## config.mk

```make
export PLATFORM = sky130hd
export DESIGN_NAME = cpu_param
export DESIGN_NICKNAME = d
export VERILOG_FILES = /design/src/rtl/cpu_param.sv
export SDC_FILE = /design/constraint.sdc
export NUM_CORES = 1
export LEC_CHECK = 0
export ABC_AREA = 1
export CAP_MARGIN = 20
export CORE_ASPECT_RATIO = 1.5
export CORE_UTILIZATION = 51
export CTS_BUF_LIST = sky130_fd_sc_hd__clkbuf_8
export DETAILED_ROUTE_END_ITERATION = 8
export PLACE_DENSITY = 0.76
export SKIP_LAST_GASP = 1
export SLEW_MARGIN = 20
export SYNTH_ARGS = -nofsm -noshare
export SYNTH_HDL_FRONTEND = slang
export SYNTH_SLANG_ARGS = --single-unit
```

## constraint.sdc

```tcl
create_clock -name clk -period 2.2 [get_ports clk]
set_input_delay 0.33 -clock clk [delete_from_list [all_inputs] [get_ports clk]]
set_output_delay 0.33 -clock clk [all_outputs]
set_load 0.03 [all_outputs]
```

## src/rtl/cpu_param.sv

```systemverilog
// cpu_param: parametrised accumulator CPU with Z/C flags, jumps and a UART echo path.
// Fetch/decode/execute runs against a synchronous RAM whose read latency is MEM_LAT cycles.
module cpu_param #(
    parameter int unsigned DATA_W  = 8,
    parameter int unsigned ADDR_W  = 9,
    parameter int unsigned MEM_LAT = 1
) (
    input  logic              clk,
    input  logic              rst,
    input  logic              start,
    input  logic [ADDR_W-1:0] startaddr,
    input  logic [DATA_W-1:0] dread,
    output logic [ADDR_W-1:0] c_raddr,
    output logic [ADDR_W-1:0] c_waddr,
    output logic [DATA_W-1:0] dwrite,
    output logic              write_en,
    output logic              led,
    output logic [7:0]        tx_byte,
    output logic              transmit,
    input  logic              is_transmitting,
    output logic              halted,
    output logic [DATA_W-1:0] acc,
    output logic [1:0]        flags
);

    localparam int unsigned CNT_W = (MEM_LAT > 1) ? $clog2(MEM_LAT) : 1;
    localparam logic [CNT_W-1:0] CNT_LOAD = CNT_W'(MEM_LAT - 1);

    localparam logic [7:0] OP_HLT  = 8'h00;
    localparam logic [7:0] OP_OUTA = 8'h01;
    localparam logic [7:0] OP_INCA = 8'h02;
    localparam logic [7:0] OP_DECA = 8'h03;
    localparam logic [7:0] OP_NOTA = 8'h04;
    localparam logic [7:0] OP_CLC  = 8'h05;
    localparam logic [7:0] OP_LDAI = 8'h80;
    localparam logic [7:0] OP_LDAM = 8'h84;
    localparam logic [7:0] OP_STA  = 8'h88;
    localparam logic [7:0] OP_ADD  = 8'h8C;
    localparam logic [7:0] OP_ADC  = 8'h90;
    localparam logic [7:0] OP_JMP  = 8'h94;
    localparam logic [7:0] OP_JZ   = 8'h98;
    localparam logic [7:0] OP_JC   = 8'h9C;

    typedef enum logic [3:0] {
        S_IDLE, S_FETCH, S_WAIT, S_OPLOAD, S_DECODE, S_WAIT2,
        S_OPLOAD2, S_EXEC, S_WAIT3, S_MEMLOAD, S_ECHO
    } state_t;

    state_t            r_state;
    logic [CNT_W-1:0]  r_wait;
    logic [ADDR_W-1:0] r_pc;
    logic [DATA_W-1:0] r_a;
    logic              r_c;
    logic              r_z;
    logic [7:0]        r_opcode;
    logic [DATA_W-1:0] r_operand;
    logic [ADDR_W-1:0] r_raddr;
    logic [ADDR_W-1:0] r_waddr;
    logic [DATA_W-1:0] r_dwrite;
    logic              r_we;
    logic [7:0]        r_txbyte;
    logic              r_tx;
    logic              r_halted;

    logic [DATA_W:0]   w_inc;
    logic [DATA_W:0]   w_dec;
    logic [DATA_W:0]   w_add;
    logic [DATA_W-1:0] w_not;
    logic [ADDR_W-1:0] w_opaddr;

    // Operand used as an address is truncated or zero-extended to the PC width.
    if (ADDR_W <= DATA_W) begin : g_addr_trunc
        assign w_opaddr = r_operand[ADDR_W-1:0];
    end else begin : g_addr_ext
        assign w_opaddr = {{(ADDR_W - DATA_W){1'b0}}, r_operand};
    end

    always_comb begin
        w_inc = {1'b0, r_a} + (DATA_W+1)'(1);
        w_dec = {1'b0, r_a} - (DATA_W+1)'(1);
        w_not = ~r_a;
        w_add = {1'b0, r_a} + {1'b0, r_operand}
              + {{DATA_W{1'b0}}, (r_opcode == OP_ADC) && r_c};
    end

    always_ff @(posedge clk or negedge rst) begin
        if (!rst) begin
            r_state   <= S_IDLE;
            r_wait    <= '0;
            r_pc      <= '0;
            r_a       <= '0;
            r_c       <= 1'b0;
            r_z       <= 1'b0;
            r_opcode  <= '0;
            r_operand <= '0;
            r_raddr   <= '0;
            r_waddr   <= '0;
            r_dwrite  <= '0;
            r_we      <= 1'b0;
            r_txbyte  <= '0;
            r_tx      <= 1'b0;
            r_halted  <= 1'b0;
        end else begin
            r_we <= 1'b0;
            r_tx <= 1'b0;
            case (r_state)
                S_IDLE: begin
                    if (start) begin
                        r_pc     <= startaddr;
                        r_halted <= 1'b0;
                        r_state  <= S_FETCH;
                    end
                end
                S_FETCH: begin
                    r_raddr <= r_pc;
                    r_wait  <= CNT_LOAD;
                    r_state <= S_WAIT;
                end
                S_WAIT: begin
                    if (r_wait == '0) r_state <= S_OPLOAD;
                    else              r_wait  <= r_wait - CNT_W'(1);
                end
                S_OPLOAD: begin
                    r_opcode <= dread[7:0];
                    r_pc     <= r_pc + ADDR_W'(1);
                    r_state  <= S_DECODE;
                end
                S_DECODE: begin
                    r_raddr <= r_pc;
                    if (r_opcode == OP_HLT) begin
                        r_halted <= 1'b1;
                        r_state  <= S_IDLE;
                    end else if (r_opcode[7]) begin
                        r_wait  <= CNT_LOAD;
                        r_state <= S_WAIT2;
                    end else begin
                        r_state <= S_FETCH;
                        case (r_opcode)
                            OP_OUTA: r_state <= S_ECHO;
                            OP_INCA: begin
                                r_a <= w_inc[DATA_W-1:0];
                                r_c <= w_inc[DATA_W];
                                r_z <= (w_inc[DATA_W-1:0] == '0);
                            end
                            OP_DECA: begin
                                r_a <= w_dec[DATA_W-1:0];
                                r_c <= w_dec[DATA_W];
                                r_z <= (w_dec[DATA_W-1:0] == '0);
                            end
                            OP_NOTA: begin
                                r_a <= w_not;
                                r_z <= (w_not == '0);
                            end
                            OP_CLC:  r_c <= 1'b0;
                            default: ;
                        endcase
                    end
                end
                S_WAIT2: begin
                    if (r_wait == '0) r_state <= S_OPLOAD2;
                    else              r_wait  <= r_wait - CNT_W'(1);
                end
                S_OPLOAD2: begin
                    r_operand <= dread;
                    r_pc      <= r_pc + ADDR_W'(1);
                    r_state   <= S_EXEC;
                end
                S_EXEC: begin
                    r_state <= S_FETCH;
                    case (r_opcode)
                        OP_LDAI: begin
                            r_a <= r_operand;
                            r_z <= (r_operand == '0);
                        end
                        OP_LDAM: begin
                            r_raddr <= w_opaddr;
                            r_wait  <= CNT_LOAD;
                            r_state <= S_WAIT3;
                        end
                        OP_STA: begin
                            r_waddr  <= w_opaddr;
                            r_dwrite <= r_a;
                            r_we     <= 1'b1;
                        end
                        OP_ADD, OP_ADC: begin
                            r_a <= w_add[DATA_W-1:0];
                            r_c <= w_add[DATA_W];
                            r_z <= (w_add[DATA_W-1:0] == '0);
                        end
                        OP_JMP: r_pc <= w_opaddr;
                        OP_JZ:  if (r_z) r_pc <= w_opaddr;
                        OP_JC:  if (r_c) r_pc <= w_opaddr;
                        default: ;
                    endcase
                end
                S_WAIT3: begin
                    if (r_wait == '0) r_state <= S_MEMLOAD;
                    else              r_wait  <= r_wait - CNT_W'(1);
                end
                S_MEMLOAD: begin
                    r_a     <= dread;
                    r_z     <= (dread == '0);
                    r_state <= S_FETCH;
                end
                S_ECHO: begin
                    if (!is_transmitting) begin
                        r_txbyte <= r_a[7:0];
                        r_tx     <= 1'b1;
                        r_state  <= S_FETCH;
                    end
                end
                default: r_state <= S_IDLE;
            endcase
        end
    end

    assign c_raddr  = r_raddr;
    assign c_waddr  = r_waddr;
    assign dwrite   = r_dwrite;
    assign write_en = r_we;
    assign led      = (r_state != S_IDLE);
    assign tx_byte  = r_txbyte;
    assign transmit = r_tx;
    assign halted   = r_halted;
    assign acc      = r_a;
    assign flags    = {r_c, r_z};

endmodule

```

==> run metrics <==
Overall Power 9.297 mW; failing checks negative setup slack; fin crit share 113.7%; Layout Cells excl Fill 878; vias per cell 5.575; final hold vios 0; prevailing post-synth register cell dfrtp_1; Initial Util ~53%; synth top area cells dfrtp_1 (40%), nand2_1 (17%), nand3_1 (5.4%); global-route wire length before repair ~23000 µm; Worst setup EP type flip-flop; Peak supply drop 0.0008985 V; CTS tree done; Yosys top cell by area dfrtp_1; synth unique cells 47; Final Wtd Congestion between 1 and 1.5; Starting DRT DRC Count between 300 and 400; FF+latch count, synth between 70 and 80; power share of the clock group 10.8%; Ports a little under 70; Clock Path Buffers 2; fin. max-slew vios 0; count leader, synth nand2_1; DR DRC count 0; total leakage power 2.889 nW; clk slew on worst S/H paths roughly 0.09 ns; WHS 0.4375 ns; setup violators final 7; vias in the first global route around 4.7k; Skew-Pair Late Insertion Delay roughly 0.37 ns; Flop pwr share between 20% and 30%; Slew HR slightly below 50%; Net Switching approximately 4.8 mW; top cells by count, synth nand2_1 (211), dfrtp_1 (75), inv_1 (66); xor and xnor area share after synthesis less than 1%; DR WL/cell roughly 17 µm; status finished, violations left; DR vias 4895; post-synthesis mux area share less than 1%; final instance area ~6000 µm²; remaining global-route overflow 0; Synth Area in Adders 3.766%; clock root buffer clkbuf_8; Internal approximately 4.5 mW; Cells after Synth 660; skew final between 0.01 and 0.015 ns; DP HPWL roughly 11000 µm; # clock sinks between 70 and 80; largest family of logic cells by synthesized area simple AND/OR/NAND/NOR gates; Mean Syn Cell Area roughly 7.1 µm²; die area ~9600 µm²; FMAX about 400 MHz; fraction of the mapped netlist area in compound gates a little over an eighth; largest net degree at the start of global routing 36; Setup WS post-layout -0.3011 ns; startpoint class of the critical path flip-flop; ratio of cells with drive above 1 in the final layout between 10% and 20%; Sw Share 51.39%; Synth top area share between 30 and 40%; r2r setup slk -0.30 ns; DP Worst Slack -0.2562 ns; initial antenna violation count 0; Area Growth Syn to Fin 27.79%; register area share after synthesis about two fifths; Total Routing Usage GR between 30% and 40%; RSZ-0062 raised after global routing yes; power per cell area 1542 nW/µm²; critical path peak fanout 2; Max Cap Viol 0; Tightest Pin Transition 0.7533 ns; worst r2r src r_opcode[3]$_DFFE_PN0P_; Num CTS Buffers 9; die width between 80 and 90 µm; Syn. warnings 0; WL final ~15000 µm; fin nets about 800; worst min path class in -> async; Cell Rows 42; Net Count, Synth 694; WP data required approximately 2.5 ns; Final min period 2.501 ns; Worst EP arrival between 2 and 3 ns; Crit Path Class reg -> reg; reg2reg end r_z$_DFFE_PN0P_; htree depth 3; EDFF count, synth 0; Inst Count DP around 850; power share of the combinational group a little under two thirds; Post-Place Cell Area ~5700 µm²; simple-gate area share of the yosys netlist 33.73%; reg2reg path depth 14; Core ar. slightly below 9000 µm²; ANT nets after route 0; Die Span Y between 100 and 150 µm; ANT cells 0; fraction of registers with async set/reset 100.0%; DRT Pass-1 Iters 5; mapped cell area 4718 µm²; IO buf count 67
[placed cells by master, fill, tap and decap left out, types with 2 or more instances in the layout]
master | synthesis | routed
o211ai_1 | 3 | 3
xor2_1 | 3 | 3
inv_6 | 0 | 2
inv_4 | 2 | 2
nand2_4 | 3 | 4
o21ai_1 | 17 | 17
o21a_1 | 2 | 2
clkinvlp_4 | 0 | 2
nor4_1 | 3 | 3
nor2_1 | 63 | 59
a21boi_1 | 2 | 2
dfrtp_1 | 75 | 73
o21ai_0 | 48 | 48
nand3b_1 | 2 | 2
nor2_4 | 4 | 6
dfrtp_2 | 0 | 2
nand3_2 | 0 | 6
a22oi_2 | 0 | 2
ha_1 | 11 | 11
nor3_1 | 5 | 5
o311ai_0 | 2 | 2
nand4_1 | 9 | 9
a31oi_1 | 8 | 8
nor2_2 | 3 | 5
nor2_8 | 2 | 2
clkbuf_8 | 0 | 9
fa_2 | 0 | 2
clkinv_2 | 0 | 2
nand2_1 | 211 | 202
a21oi_1 | 18 | 17
buf_4 | 3 | 42
clkdlybuf4s50_1 | 0 | 65
inv_2 | 6 | 12
nand2_2 | 3 | 11
inv_1 | 66 | 60
nand3_1 | 51 | 45
o31ai_1 | 2 | 2
[flip-flops by register name, summed over array words and instances, names as in the netlist, 4 cells and up]
name	count
c_raddr	9
r_pc	9
acc	8
c_waddr	8
dwrite	8
r_opcode	8
r_operand	8
tx_byte	8
r_state	4
[kinds of logic after synthesis]
kind of cell    Yosys count
xor+xnor                  4
buf+inv                  92
simple gates            363
compound gates          111
other cells               1
flops                    75
mux                       1
fa+ha+maj                13
[power groups by stage]
| stage | Sequential (mW) | Combinational, mW | Clock, mW |
|---|---|---|---|
| floorplan | 2.75 | 3.30 | 0 |
| global placement | 2.37 | 5.37 | 0 |
| detailed placement | 2.38 | 5.46 | 0 |
| CTS | 2.36 | 5.56 | 1.01 |
| global route | 2.44 | 6.51 | 1.06 |
| finish | 2.39 | 5.91 | 1.00 |
[metrics by stage]
step	util, %	setup TNS (ns)
global placement	63.96	-0.5579
finish	67.89	-1.213
detailed placement	63.96	-0.8487
CTS	66.58	-0.5090
floorplan	-	-0.05517
global route	67.89	-2.303
[layer usage]
metal	GRT usage, %	up-vias	part of all wire, %	wire length, µm
li1	-	2349	-	-
met1	36.65	2310	39	5727
met2	55.83	182	51	7564
met3	5.475	54	4.5	660
met4	17.97	0	5.2	772
met5	0	-	0	0
[how the worst max path moves through the flow]
stage | start | endpoint | slack, ns | cells after the start
3_3_place_gp | r_opcode[6]$_DFFE_PN0P_ | r_c$_DFFE_PN0P_ | -0.18 | 17
4_1_cts | r_opcode[5]$_DFFE_PN0P_ | r_c$_DFFE_PN0P_ | -0.18 | 17
6_report | r_opcode[3]$_DFFE_PN0P_ | r_z$_DFFE_PN0P_ | -0.30 | 14
5_1_grt | r_opcode[3]$_DFFE_PN0P_ | r_z$_DFFE_PN0P_ | -0.44 | 14
2_1_floorplan | r_opcode[1]$_DFFE_PN0P_ | r_z$_DFFE_PN0P_ | -0.04 | 14
3_5_place_dp | r_opcode[6]$_DFFE_PN0P_ | r_c$_DFFE_PN0P_ | -0.26 | 17
[timing repair]
item / CTS / global route
resized for setup: 7 / 22
hold buffers: 1 / 0
setup buffers: 4 / 5
pin swaps: 5 / 17
endpoints found under the setup margin: 8 / 9
hold endpoints to repair: 32 / 0
[critical path, stage by stage (launching register included)]
cell and delay (ns):
dfrtp_1 0.41, inv_2 0.10, nand2_4 0.07, nor2_4 0.11
nand3_2 0.11, fa_2 0.39, fa_2 0.55, nand2_1 0.05
nor2_1 0.13, nand3_2 0.10, nor2_2 0.12, nand3_1 0.08
nand2_1 0.06, inv_1 0.03, a21oi_1 0.12
[area by class of cell]
type                            count  area (µm²)
Clock buffer                        9       123.9
Clock inverter                      7       51.30
Fill cell                         779        2851
Inverter                           75       286.5
Multi-Input combinational cell    493        2566
Sequential cell                    75        1879
Tap cell                          110       137.6
Timing Repair Buffer              109       984.7
No activity file was read; power rests on OpenSTA's default activity.
